--- src/rtl/segment_capture_pkg.sv ---
`default_nettype none
// +----------------------------------------------------------------------+
// | Module      : segment_capture_pkg                                    |
// | Description : Shared seven-segment hex table, frame FSM encodings,   |
// |               digit count and one-hot helpers for the display        |
// |               encoder and the segment_capture decoder.               |
// | Revision    : 1.0  initial release                                   |
// +----------------------------------------------------------------------+
package segment_capture_pkg;

  // Digits per displayed word.
  localparam int NUM_DIGITS = 4;

  // Hex glyphs, bit6=g .. bit0=a; element n is the glyph for nibble n.
  localparam logic [15:0][6:0] SEG_TABLE = {
    7'h71, 7'h79, 7'h5E, 7'h39, 7'h7C, 7'h77, 7'h6F, 7'h7F,
    7'h07, 7'h7D, 7'h6D, 7'h66, 7'h4F, 7'h5B, 7'h06, 7'h3F
  };

  // Frame FSM encodings.
  localparam logic [0:0] ST_WAIT0   = 1'b0;  // expecting digit 0
  localparam logic [0:0] ST_COLLECT = 1'b1;  // expecting digit 1..3

  // True when exactly one enable bit is set.
  function automatic logic is_onehot(input logic [3:0] v);
    return (v != 4'd0) && ((v & (v - 4'd1)) == 4'd0);
  endfunction

  // Position of the set bit of a one-hot enable vector.
  function automatic logic [1:0] onehot_index(input logic [3:0] v);
    logic [1:0] idx;
    idx = 2'd0;
    for (int i = 0; i < 4; i++) begin
      if (v[i]) idx = 2'(i);
    end
    return idx;
  endfunction

endpackage
`default_nettype wire

--- src/rtl/segment_capture_seg7_decode.sv ---
`default_nettype none
// +----------------------------------------------------------------------+
// | Module      : seg7_decode                                            |
// | Description : Combinational seven-segment pattern to hex nibble      |
// |               lookup; valid is low for patterns outside the table.   |
// | Revision    : 1.0  initial release                                   |
// +----------------------------------------------------------------------+
module seg7_decode
  import segment_capture_pkg::*;
(
  input  logic [6:0] pattern,
  output logic [3:0] nibble,
  output logic       valid
);

  // Search the shared glyph table for the incoming pattern.
  always_comb begin
    nibble = 4'd0;
    valid  = 1'b0;
    for (int i = 0; i < 16; i++) begin
      if (pattern == SEG_TABLE[i[3:0]]) begin
        nibble = i[3:0];
        valid  = 1'b1;
      end
    end
  end

endmodule
`default_nettype wire

--- src/rtl/segment_capture.sv ---
`default_nettype none
// +----------------------------------------------------------------------+
// | Module      : segment_capture                                        |
// | Description : Recovers a 16-bit hex word from a scanned, multiplexed |
// |               seven-segment display; debounces each digit dwell and  |
// |               assembles digits 0..3 in order into data_out.          |
// | Revision    : 1.0  initial release                                   |
// +----------------------------------------------------------------------+
module segment_capture
  import segment_capture_pkg::*;
#(
  parameter int STABLE_CYCLES = 4
) (
  input  logic        clock,
  input  logic        reset,
  input  logic [6:0]  segment,
  input  logic [3:0]  bytee,
  output logic [15:0] data_out,
  output logic        data_valid,
  output logic        code_err,
  output logic        seq_err
);

  localparam logic [7:0] SAMPLE_AT = 8'(STABLE_CYCLES - 2);
  localparam logic [7:0] CNT_SAT   = 8'(STABLE_CYCLES);
  localparam logic [1:0] LAST_IDX  = 2'(NUM_DIGITS - 1);

  logic [6:0]  seg_q;
  logic [3:0]  byte_q;
  logic [6:0]  seg_prev;
  logic [3:0]  byte_prev;
  logic [7:0]  stable_cnt;
  logic [0:0]  state;
  logic [1:0]  exp_idx;
  logic [11:0] partial;

  logic        changed;
  logic        take_sample;
  logic [1:0]  digit_idx;
  logic [3:0]  dec_nibble;
  logic        dec_valid;

  // The comparison is made on the registered pair against its previous value;
  // a sample fires on the edge that moves the counter onto STABLE_CYCLES-1,
  // which happens once per dwell because the counter saturates above it.
  assign changed     = {seg_q, byte_q} != {seg_prev, byte_prev};
  assign take_sample = !changed && (stable_cnt == SAMPLE_AT) && is_onehot(byte_q);
  assign digit_idx   = onehot_index(byte_q);

  seg7_decode u_decode (
    .pattern (seg_q),
    .nibble  (dec_nibble),
    .valid   (dec_valid)
  );

  // Input registers and their one-cycle-older copies for change detection.
  always_ff @(posedge clock) begin
    if (!reset) begin
      seg_q     <= 7'd0;
      byte_q    <= 4'd0;
      seg_prev  <= 7'd0;
      byte_prev <= 4'd0;
    end else begin
      seg_q     <= segment;
      byte_q    <= bytee;
      seg_prev  <= seg_q;
      byte_prev <= byte_q;
    end
  end

  // Stability counter: restart on any change, otherwise count up and saturate.
  always_ff @(posedge clock) begin
    if (!reset) begin
      stable_cnt <= 8'd0;
    end else if (changed) begin
      stable_cnt <= 8'd0;
    end else if (stable_cnt != CNT_SAT) begin
      stable_cnt <= stable_cnt + 8'd1;
    end
  end

  // Frame assembly FSM with output word and single-cycle status pulses.
  always_ff @(posedge clock) begin
    if (!reset) begin
      state      <= ST_WAIT0;
      exp_idx    <= 2'd0;
      partial    <= 12'd0;
      data_out   <= 16'h0000;
      data_valid <= 1'b0;
      code_err   <= 1'b0;
      seq_err    <= 1'b0;
    end else begin
      data_valid <= 1'b0;
      code_err   <= 1'b0;
      seq_err    <= 1'b0;
      if (take_sample) begin
        if (!dec_valid) begin
          code_err <= 1'b1;
          state    <= ST_WAIT0;
          exp_idx  <= 2'd0;
          partial  <= 12'd0;
        end else if (digit_idx == 2'd0) begin
          // Digit 0 always restarts a frame, whatever was in progress.
          partial[3:0] <= dec_nibble;
          exp_idx      <= 2'd1;
          state        <= ST_COLLECT;
        end else if ((state == ST_COLLECT) && (digit_idx == exp_idx)) begin
          if (digit_idx == LAST_IDX) begin
            data_out   <= {dec_nibble, partial};
            data_valid <= 1'b1;
            state      <= ST_WAIT0;
            exp_idx    <= 2'd0;
          end else begin
            partial[{digit_idx, 2'b00} +: 4] <= dec_nibble;
            exp_idx <= exp_idx + 2'd1;
          end
        end else begin
          seq_err <= 1'b1;
          state   <= ST_WAIT0;
          exp_idx <= 2'd0;
          partial <= 12'd0;
        end
      end
    end
  end

endmodule
`default_nettype wire
--- config.mk ---
export PLATFORM = sky130hd
export DESIGN_NAME = segment_capture
export DESIGN_NICKNAME = d
export VERILOG_FILES = /design/src/rtl/segment_capture_pkg.sv /design/src/rtl/segment_capture_seg7_decode.sv /design/src/rtl/segment_capture.sv
export SDC_FILE = /design/constraint.sdc
export NUM_CORES = 1
export LEC_CHECK = 0
export ABC_AREA = 0
export CAP_MARGIN = 20
export CORE_ASPECT_RATIO = 0.5
export CORE_UTILIZATION = 50
export DETAILED_ROUTE_END_ITERATION = 10
export HOLD_SLACK_MARGIN = 0.1
export PLACE_DENSITY_LB_ADDON = 0.05
export RECOVER_POWER = 25
export SETUP_SLACK_MARGIN = 0.5
export SLEW_MARGIN = 40
export SYNTH_ARGS = -nofsm -noshare
export SYNTH_HDL_FRONTEND = slang
export SYNTH_SLANG_ARGS = --single-unit
--- constraint.sdc ---
create_clock -name clock -period 3.55 [get_ports clock]
set_input_delay 0.71 -clock clock [delete_from_list [all_inputs] [get_ports clock]]
set_output_delay 0.71 -clock clock [all_outputs]
set_load 0.02 [all_outputs]
# == After elaboration in Yosys (flattened, before gate mapping) ==
# Index checks and enable logic that the tools add are counted.
# word_totals
ff_bits,64
latchBits,0
ram_bits,0
rom_bits,0
out_inout_bits,19
n_memories,0
# op_classes
add_sub_neg,4
n_mul,0
div_mod_pow,0
magnitude_cmp,0
eq_ne,25
shift,2
n_mux,51
bitwise_logic,6
reduce_logical,16
# ops
operator,count
"7-bit == test, second input constant",12
12-bit 2-to-1 mux,3
4-bit 2-to-1 mux,9
1-bit 2-to-1 mux,25
2-bit 2-to-1 mux,8
"7-bit by 3-bit == test with 1-bit output, second input constant",2
"7-bit by 6-bit == test with 1-bit output, second input constant",2
12-bit bitwise mux,1
3-bit 2-to-1 mux,4
"4-bit by 6-bit variable shift with 12-bit output, first input constant",1
4-bit by 6-bit indexed part select with 12-bit output,1
11-bit != test,1
"8-bit by 1-bit adder with 8-bit output, second input constant",1
"8-bit by 2-bit == test with 1-bit output, second input constant",1
8-bit 2-to-1 mux,1
"8-bit by 3-bit != test with 1-bit output, second input constant",1
4-bit negator with 6-bit output,1
2-bit AND reduction,3
1-bit NOT,5
5-bit AND reduction,1
5-bit OR reduction,1
4-bit AND,1
1-bit logical AND,4
4-bit zero test,1
other kinds (14),14

# == Longest topological paths before layout ==
# Gate-level depths: netlist (run 1).
# logic_depth
ltp_word,22
depth_mapped,10
mapped_depth_nobuf,9

# == Hierarchy ==
# A second synthesis (run 1) with hierarchy kept.
# hier_totals
hier_cells,341
area_unflattened_um2,3195.6
# modules_own_cells
mod,n_inst,cells_per_inst,area_each_um2
segment_capture,1,280,2780.2
seg7_decode,1,61,415.4

# == Least setup slack after synthesis (run 1) ==
# Ideal clock, no wire load.
# synth_path
kind,reg2reg
startpoint,register seg_q[0]
endpoint,register partial[11]
arrival_ps,1913
t_required_ps,3418
slack_ps,1505
stages_incl_launch_ff,9
path_buffers,2
period_less_slack_ps,2045
cell_sequence,dfxtp_1 -> clkbuf_1 -> and3_1 -> a22o_1 -> a221o_1 -> or2_1 -> clkbuf_1 -> a21oi_1 -> o22ai_1
# synth_via
elab_chain_cells,22
# synth_rtl
element,line_no,source
from (decl),segment_capture.sv:28,logic [6:0] seg_q;
from (signal assigned),segment_capture.sv:64,seg_q <= segment;
7-bit by 3-bit == test with 1-bit output,segment_capture_seg7_decode.sv:21,if (pattern == SEG_TABLE[i[3:0]]) begin
1-bit 2-to-1 mux,segment_capture_seg7_decode.sv:21,
2-bit 2-to-1 mux (2 in series),segment_capture_seg7_decode.sv:21,
3-bit 2-to-1 mux (4 in series),segment_capture_seg7_decode.sv:21,
4-bit 2-to-1 mux (8 in series),segment_capture_seg7_decode.sv:21,
4-bit by 6-bit indexed part select with 12-bit output,segment_capture.sv:114,"partial[{digit_idx, 2'b00} +: 4] <= dec_nibble;"
12-bit bitwise mux,segment_capture.sv:114,
12-bit 2-to-1 mux,segment_capture.sv:108,if (digit_idx == LAST_IDX) begin
12-bit 2-to-1 mux,segment_capture.sv:107,end else if ((state == ST_COLLECT) && (digit_idx == exp_idx)) begin
8-bit 2-to-1 mux,segment_capture.sv:102,end else if (digit_idx == 2'd0) begin
12-bit 2-to-1 mux,segment_capture.sv:97,if (!dec_valid) begin
"to (signal, indexed assignment)",segment_capture.sv:114,
to (decl),segment_capture.sv:35,logic [11:0] partial;
# Parallel ways exist; a longest one is shown, timed or not. The select of a mux whose other input is x is not followed.
# A chain may end at the register's enable or synchronous reset.

# == Worst setup path after layout (run 1) ==
# layout_path
startpoint,register seg_q[2]
endpoint,register data_out[13]
# layout_via
elab_chain_cells,18
# layout_rtl
element,line_no,source
7-bit by 6-bit == test with 1-bit output,segment_capture_seg7_decode.sv:21,
1-bit 2-to-1 mux (16 in series),segment_capture_seg7_decode.sv:21,
5-bit AND reduction (no line),--,
to (signal assigned),segment_capture.sv:109,"data_out <= {dec_nibble, partial};"
to (decl),segment_capture.sv:18,"output logic [15:0] data_out,"
# Parallel ways exist; a longest one is shown, timed or not.

==> impl_metrics.toml, run 1 <==
[layout]
fin_nets = 389
multi_input_area_um2 = 1680
syn2layout_area_growth_pct = 19.8
drive_gt1_share_pct = 7.77
seq_area_um2 = 1280
fillers = 508
final_core_util_pct = 65.1
diodes = 0

[sta]
whs_ns = 0.455
drv_slew = 0
clock.fmax_mhz = 385
hold_viol_final = 0
rsz0062_at_grt = "no"
max_slew_margin_pct = 52.7
worst_slew_pin_slew_ns = 0.709
setup_ws_ns = 0.949
finalSetupViolations = 0
fin_skew_ns = 0.00463
post-route-period-util_pct = 73.3
tns_ns = 0
fin_crit_ns = 2.60

[logic_synthesis]
avgSynthCellArea_um2 = 8.95
yosysMostFrequentCell = "dfxtp_1"
synthCells = 349
ys_seq_area_share_pct = 41.0
synth-seq-cells = 64
synth_top_area_share_pct = 41.0
synth_edf_count = 0
synth_area_um2 = 3120
ys_types = 60
synth_top_area_cell = "dfxtp_1"
synthTopCellsByCount = "64 x dfxtp_1, 34 x nand2_1, 25 x and2_1"
netlist_top_cells_area = "dfxtp_1 41%, and2_1 5.0%, mux2i_1 4.8%"
synth_ff_type = "dfxtp_1"
ys_warn_count = 0
async_reset_ff_share_pct = 0
syn_nets = 370

[global_routing]
grtUsageTotal_pct = 22.0
gr-total-overflow = 0
grt_pass1_vias = 2367
antenna_found_initial = 0
grt_first_pass_wirelength_um = 11100
grt_max_degree = 44

[routing]
vias = 2495
vias_per_cell = 5.46
routed_wl_um = 6570
wl_per_cell_um = 14.4
first_pass_iters = 4
first_iter_violations = 142
ant_nets = 0
route.detailed.drc = 0

[power_and_ir_drop]
intPower_mw = 1.36
p_switching_uw = 372
ir_drop_mv = 0.288
pwr-share-comb_pct = 5.3
pwr-share-seq_pct = 43.8
switching_share_pct = 21.5
clkPwrFrac_pct = 50.9
leakagePower_nw = 1.41
p_per_area_nw_per_um2 = 461
finalPower_mw = 1.73

[cts]
cts_tree = "done"
cts_buffer_depth = 2
clock_latency_ns = 0.32
postCtsSetupRepairBufs = 0
root_buffer = "clkbuf_16"
cts_max_level = 3
cts-resized-gates = 0
clk_pin_slew_ns = 0.05
hold_buffers = 0
clock-sinks = 64
cts_buffers = 9

[setup_path]
cp-end-kind = "register"
startpoint_type = "register"
critPathRequiredTime_ns = 3.77
r2r-start = "seg_q[2]$_SDFF_PN0_"
crit_start = "seg_q[2]$_SDFF_PN0_"
critPathBufInv = 0
cp_cell_sequence = "xnor2_1 -> nand4_1 -> nor3_1 -> and2_4 -> nand3_4 -> a211oi_1"
cp_max_fo = 18
cp_slowest_cell = "dfxtp_1"
slowest_delay_ns = 0.67
cp.arrival_ns = 2.82
worstSetupPathType = "register to register"
crit_family = "simple AND/OR/NAND/NOR gates"

[floorplanning]
start_util_pct = 54.3
dieArea_um2 = 6590
num_io_pins = 32
core_area_um2 = 5750
die_h_um = 57.9
die_w_um = 114
row_count = 19

[status]
outcome = "finished clean"

[min_path]
worstHoldStart = "data_out[5]$_SDFFE_PN0P_"
hold_path.class = "register to register"

[job]
maxCapViolCount = 0

[placement]
hpwl_um = 4650
pre_cts_slack_ns = 0.940
gp_congestion = 0.854
io_buffers = 31
## metrics by stage
step | std cells | area [um2]
after global placement | 441 | 3430
after CTS | 457 | 3740
after detailed placement | 441 | 3430
after floorplan | 349 | 3120
after global routing | 457 | 3740
final | 457 | 3740
## routing by layer
metal	share of wire [%]	global-route usage [%]	up-vias
li1	-	-	1259
met1	49	29.5	1161
met2	45	33.6	62
met3	4.5	7.85	13
met4	1.2	6.68	0
met5	0	0	-
## cell families (layout without fill, tap and decap cells)
logic type / after synthesis / in the layout / synth area share [%]
muxes: 15 / 15 / 4.81
AOI/OAI and AO/OA: 57 / 57 / 12.9
DFF: 64 / 64 / 41.0
buffers and inverters: 38 / 62 / 5.45
and+or+nand+nor: 146 / 146 / 26.8
xor gates and xnor gates: 21 / 21 / 5.89
adders and majority gates: 8 / 8 / 3.20
## cell usage in the layout, fill, tap and decap left out, types with 2 or more instances in the layout
| master | count |
|---|---|
| or2_1 | 2 |
| and3_1 | 7 |
| nand4_1 | 8 |
| nor3b_1 | 3 |
| o22ai_1 | 8 |
| nor2b_1 | 2 |
| nand2_1 | 34 |
| a211oi_1 | 4 |
| ha_1 | 8 |
| xnor2_1 | 14 |
| clkinv_2 | 2 |
| nand3_1 | 18 |
| and2_4 | 2 |
| a21o_1 | 3 |
| a21oi_1 | 15 |
| o21ai_0 | 8 |
| clkinvlp_4 | 2 |
| mux2i_1 | 15 |
| xor2_1 | 7 |
| nor3_1 | 4 |
| a311o_1 | 2 |
| clkbuf_16 | 9 |
| clkdlybuf4s50_1 | 30 |
| inv_1 | 14 |
| nor2_1 | 19 |
| nor4b_1 | 4 |
| nand4b_1 | 4 |
| clkbuf_8 | 2 |
| dfxtp_1 | 64 |
| and2_1 | 25 |
## registers in the layout, summed over array words and instances, names as in the netlist, 2 cells and up
register	flops
seg_prev	7
byte_prev	4
stable_cnt	8
data_out	16
exp_idx	2
byte_q	4
partial	12
seg_q	7
## final timing paths
kind	cells after the start	to	slack, ns
setup / recovery	6	data_out[13]$_SDFFE_PN0P_	0.95
hold / removal	2	data_out[5]$_SDFFE_PN0P_	0.46
setup reg to reg	6	data_out[13]$_SDFFE_PN0P_	0.95
hold reg to reg	2	data_out[5]$_SDFFE_PN0P_	0.46
## cell type report
| cell class | count | area share, % |
|---|---|---|
| tap | 84 | 2.81 |
| sequential | 64 | 34.2 |
| inverter | 14 | 1.40 |
| clock buffer | 11 | 6.75 |
| multi-input combinational | 247 | 44.9 |
| timing repair buffer | 32 | 8.49 |
| clock inverter | 5 | 1.47 |
## power groups by stage
stage,registers (mW),clock network (mW),logic (mW)
2_1_floorplan,0.751,0,0.0834
6_report,0.757,0.879,0.0911
3_5_place_dp,0.772,0,0.0899
5_1_grt,0.760,0.935,0.101
4_1_cts,0.757,0.892,0.0909
3_3_place_gp,0.771,0,0.0891
## worst min-delay path, cell delays in order, from the launching register on
cell and delay (ns):
dfxtp_1 0.30, nand2_1 0.05, mux2i_1 0.05
(Power assumes the default switching activity.)
==> run 2: changes to the inputs <==
==> constraint.sdc (replaced) <==
create_clock -name clock -period 2.6 [get_ports clock]
set_input_delay 0.52 -clock clock [delete_from_list [all_inputs] [get_ports clock]]
set_output_delay 0.52 -clock clock [all_outputs]
set_load 0.02 [all_outputs]
==> impl_metrics.toml, run 2 (synthesis results as in run 1) <==
[sta]
hold_viol_final = 0
max_slew_margin_pct = 45.8
clock.fmax_mhz = 479
drv_slew = 0
worst_slew_pin_slew_ns = 0.813
fin_crit_ns = 2.09
post-route-period-util_pct = 80.3
fin_skew_ns = 0.00470
tns_ns = 0
rsz0062_at_grt = "yes"
finalSetupViolations = 0

[power_and_ir_drop]
intPower_mw = 1.83
pwr-share-comb_pct = 6.2
leakagePower_nw = 1.51
ir_drop_mv = 0.414
switching_share_pct = 22.0
p_switching_uw = 517
p_per_area_nw_per_um2 = 591
pwr-share-seq_pct = 44.0
clkPwrFrac_pct = 49.9

[routing]
first_iter_violations = 108
wl_per_cell_um = 14.5
route.detailed.drc = 0
first_pass_iters = 4
vias_per_cell = 5.38
ant_nets = 0
vias = 2537
routed_wl_um = 6870

[layout]
syn2layout_area_growth_pct = 27.3
diodes = 0
multi_input_area_um2 = 1760
seq_area_um2 = 1310
fin_nets = 405
reg_top3 = "data_out: 16 flops, partial: 12 flops, stable_cnt: 8 flops"
layout_commonest_cell = "dfxtp_1"
drive_gt1_share_pct = 16.5
regMostFlops = "data_out"
fillers = 457
final_cell_mix = "53 x dfxtp_1, 33 x nand2_1, 30 x clkdlybuf4s50_1"
largest_reg_flops = 16
stdcell_count = 472
stdcell_area_um2 = 3980

[floorplanning]
core_area_um2 = 5750
dieArea_um2 = 6590
die_h_um = 57.9
num_io_pins = 32
row_count = 19
start_util_pct = 54.3
die_w_um = 114

[setup_path]
startpoint_type = "register"
cp_cell_sequence = "or4_4 -> nor4b_4 -> and2_4 -> and2_4 -> nand3_4 -> buf_12 -> mux2i_1"
cp.arrival_ns = 2.30
crit_path_frequent_cell = "and2_4"
cp-end-kind = "register"
critPathRequiredTime_ns = 2.81
slowest_delay_ns = 0.55
cp_slowest_cell = "or4_4"
worstSetupPathType = "register to register"
cp_max_fo = 8

[cts]
root_buffer = "clkbuf_16"
clock_latency_ns = 0.33
clock-sinks = 64
cts_buffers = 9
cts_buffer_depth = 2
hold_buffers = 0
cts_max_level = 3
clk_pin_slew_ns = 0.05
cts_tree = "done"

[global_routing]
grtUsageTotal_pct = 22.4
grt_pass1_vias = 2381
grt_max_degree = 28
antenna_found_initial = 0
gr-total-overflow = 0
grt_first_pass_wirelength_um = 11200

[min_path]
hold_path.class = "register to register"

[status]
outcome = "finished clean"

[placement]
hpwl_um = 4680
gp_congestion = 0.846
place_area_um2 = 3480
dpl.cell_count = 448
io_buffers = 31

[job]
maxCapViolCount = 0
## run 2: power by group through the flow
stage | Combinational (mW) | Clock [mW] | Sequential, mW
3_3_place_gp | 0.133 | 0 | 1.05
4_1_cts | 0.139 | 1.19 | 1.03
6_report | 0.145 | 1.17 | 1.03
5_1_grt | 0.159 | 1.23 | 1.04
2_1_floorplan | 0.114 | 0 | 1.03
3_5_place_dp | 0.135 | 0 | 1.05
## run 2: worst paths after layout
| path | from | end | slack, ns | cells after the start |
|---|---|---|---|---|
| max | stable_cnt[7]$_SDFFE_PP0P_ | data_out[0]$_SDFFE_PN0P_ | 0.51 | 7 |
| min | data_out[4]$_SDFFE_PN0P_ | data_out[4]$_SDFFE_PN0P_ | 0.45 | 2 |
| max reg2reg | stable_cnt[7]$_SDFFE_PP0P_ | data_out[0]$_SDFFE_PN0P_ | 0.51 | 7 |
| min reg2reg | data_out[4]$_SDFFE_PN0P_ | data_out[4]$_SDFFE_PN0P_ | 0.45 | 2 |
## run 2: what timing repair did
item,4_1_cts,5_1_grt
resized for setup,16,21
pin swaps,3,10
setup buffers,4,5
endpoints found under the setup margin,30,31
## run 2: critical path, delay by kind of cell (launching register included)
kind                   cells  cell delay, ns
multiplexers               1            0.11
AND/OR/NAND/NOR            5            1.36
flip-flops                 1            0.31
buffers and inverters      1            0.19
## run 2: layout make-up
| class | count | area share [%] |
|---|---|---|
| Multi-Input combinational cell | 247 | 44.3 |
| Clock buffer | 12 | 6.20 |
| Timing Repair Buffer | 48 | 11.6 |
| Inverter | 14 | 1.32 |
| Sequential cell | 64 | 32.8 |
| Clock inverter | 3 | 1.07 |
| Tap cell | 84 | 2.64 |
## run 2: through the flow
step / setup slack, ns / utilization, % / hold WS (ns) / power (mW)
floorplan: 0.555 / - / 0.431 / 1.14
global route: 0.366 / 69.1 / 0.479 / 2.42
detailed placement: 0.197 / 60.5 / 0.448 / 1.19
global placement: 0.261 / 60.5 / 0.444 / 1.18
CTS: 0.486 / 67.2 / 0.458 / 2.36
finish: 0.512 / 69.1 / 0.454 / 2.35
## run 2: metal layers
layer	track usage (%)	wire, um	share of wire, %
met3	6.69	330	4.8
met4	7.79	108	1.6
met2	36.1	3020	44
met5	0	0	0
met1	29.0	3410	50
==> run 3: changes to the inputs <==
==> constraint.sdc (replaced) <==
create_clock -name clock -period 1.73 [get_ports clock]
set_input_delay 0.346 -clock clock [delete_from_list [all_inputs] [get_ports clock]]
set_output_delay 0.346 -clock clock [all_outputs]
set_load 0.02 [all_outputs]
==> impl_metrics.toml, run 3 (synthesis results as in run 1) <==
[floorplanning]
core_area_um2 = 5750
row_count = 19
num_io_pins = 32
dieArea_um2 = 6590
die_h_um = 57.9
die_w_um = 114
start_util_pct = 54.3

[cts]
cts_buffers = 9
clock-sinks = 64
clock_latency_ns = 0.33
clk_pin_slew_ns = 0.05
cts_buffer_depth = 2
cts_max_level = 3
hold_buffers = 0
cts_tree = "done"
root_buffer = "clkbuf_16"

[global_routing]
grtUsageTotal_pct = 26.1
grt_max_degree = 27
antenna_found_initial = 0
grt_pass1_vias = 2738
grt_first_pass_wirelength_um = 13100
gr-total-overflow = 0

[setup_path]
crit_family = "simple AND/OR/NAND/NOR gates"
cp_cell_sequence = "or4_4 -> nor4b_4 -> and2_4 -> buf_4 -> and3_4 -> nand4_1 -> o22ai_1"
cp_max_fo = 4
r2r-start = "stable_cnt[7]$_SDFFE_PP0P_"
cp.arrival_ns = 2.38
cp-end-kind = "register"
r2r_end = "partial[8]$_SDFFE_PN0P_"
critPathRequiredTime_ns = 1.96
cp_slowest_cell = "or4_4"
startpoint_type = "register"
r2r_cells = 7
worstSetupPathType = "register to register"
slowest_delay_ns = 0.55
r2r_slack_ns = -0.42
critPathBufInv = 1

[routing]
first_iter_violations = 177
route.detailed.drc = 0
ant_nets = 0
vias_per_cell = 5.36
first_pass_iters = 4
routed_wl_um = 8140
vias = 2862
wl_per_cell_um = 15.2

[min_path]
hold_path.class = "register to register"
min_path_cells = 2
worstHoldStart = "data_out[1]$_SDFFE_PN0P_"
hold_path_end = "data_out[1]$_SDFFE_PN0P_"

[placement]
gp_congestion = 0.834
hpwl_um = 5650
io_buffers = 31
place_area_um2 = 4050

[sta]
post-route-period-util_pct = 124
hold_viol_final = 0
fin_crit_ns = 2.15
tns_ns = -9.26
rsz0062_at_grt = "yes"
setup_ws_ns = -0.420
finalSetupViolations = 37
max_slew_margin_pct = 71.4
worst_slew_pin_slew_ns = 0.428
drv_slew = 0
fin_skew_ns = 0.00383
clock.fmax_mhz = 465

[power_and_ir_drop]
switching_share_pct = 23.1
ir_drop_mv = 0.506
leakagePower_nw = 1.89
pwr-share-comb_pct = 9.9
intPower_mw = 2.72
clkPwrFrac_pct = 46.7
p_switching_uw = 815
pwr-share-seq_pct = 43.4
p_per_area_nw_per_um2 = 778

[job]
maxCapViolCount = 0

[layout]
diodes = 0
fillers = 381
largest_reg_flops = 16
final_cell_mix = "65 x buf_4, 54 x dfxtp_1, 32 x nand2_1"
drive_gt1_share_pct = 38.2
layout_commonest_cell = "buf_4"
fin_nets = 467
regMostFlops = "data_out"
reg_top3 = "data_out: 16 flops, partial: 12 flops, stable_cnt: 8 flops"
stdcell_area_um2 = 4540
syn2layout_area_growth_pct = 45.5

[status]
outcome = "finished, violations left"
violations = "setup timing"
## run 3: cell count changes in the layout (fill, tap and decap cells not counted), moves of 5 or more
cell             delta
and2_0              -6
nand3_2             +5
nand3_1             -6
xnor2_1             -5
buf_6              +11
and2_1              +6
buf_2              +19
buf_4              +52
clkdlybuf4s50_1    -18
## run 3: area by class of cell
type                       count  area, um2  share of cell area (%)
clock inverter                 3       17.5                   0.385
inverter                      14       52.6                    1.16
multi-input combinational    247       1930                    42.4
timing repair buffer         110        873                    19.2
clock buffer                  12        256                    5.64
tap                           84        105                    2.31
sequential                    64       1310                    28.9
## run 3: layer usage
metal	GRT usage, %	vias to the layer above	part of all wire [%]
li1	-	1411	-
met1	33.7	1352	46
met2	42.7	81	47
met3	7.64	18	5.5
met4	8.72	0	1.7
met5	0	-	0
## run 3: worst reg2reg max path, delay by kind of cell (launching register included)
kind,cells,cell delay (ns)
AOI/OAI and AO/OA,1,0.23
buffers and inverters,1,0.11
DFF,1,0.31
and+or+nand+nor,5,1.40
## run 3: worst max path at each step
stage / cells after the start / start / slack, ns / endpoint
finish: 7 / stable_cnt[7]$_SDFFE_PP0P_ / -0.42 / partial[8]$_SDFFE_PN0P_
floorplan: 8 / stable_cnt[7]$_SDFFE_PP0P_ / -0.25 / data_out[10]$_SDFFE_PN0P_
global route: 7 / stable_cnt[7]$_SDFFE_PP0P_ / -0.49 / partial[8]$_SDFFE_PN0P_
global placement: 7 / seg_q[4]$_SDFF_PN0_ / -0.39 / exp_idx[0]$_SDFFE_PN0P_
detailed placement: 7 / seg_q[4]$_SDFF_PN0_ / -0.38 / data_out[2]$_SDFFE_PN0P_
CTS: 7 / stable_cnt[7]$_SDFFE_PP0P_ / -0.33 / data_out[2]$_SDFFE_PN0P_
## run 3: repair_timing
| item | in CTS | in global routing |
|---|---|---|
| gates resized for setup | 123 | 19 |
| endpoints found under the setup margin | 61 | 42 |
| pin swaps | 16 | 9 |
| setup buffers | 6 | 4 |
| gates cloned | 0 | 0 |
## run 3: stage by stage
| step | hold WS [ns] | std cells | worst slack [ns] | power, mW | utilization, % |
|---|---|---|---|---|---|
| after global placement | 0.444 | 509 | -0.386 | 1.86 | 70.3 |
| after global routing | 0.483 | 534 | -0.490 | 3.65 | 79.0 |
| final | 0.454 | 534 | -0.420 | 3.53 | 79.0 |
| after floorplan | 0.431 | 349 | -0.248 | 1.74 | - |
| after CTS | 0.457 | 530 | -0.332 | 3.54 | 77.1 |
| after detailed placement | 0.452 | 509 | -0.385 | 1.87 | 70.3 |
## run 3: power by group through the flow
| stage | combinational (mW) | clock, mW | sequential [mW] |
|---|---|---|---|
| floorplan | 0.200 | 0 | 1.54 |
| global placement | 0.299 | 0 | 1.56 |
| detailed placement | 0.309 | 0 | 1.56 |
| CTS | 0.336 | 1.68 | 1.53 |
| global route | 0.378 | 1.74 | 1.54 |
| finish | 0.349 | 1.65 | 1.53 |
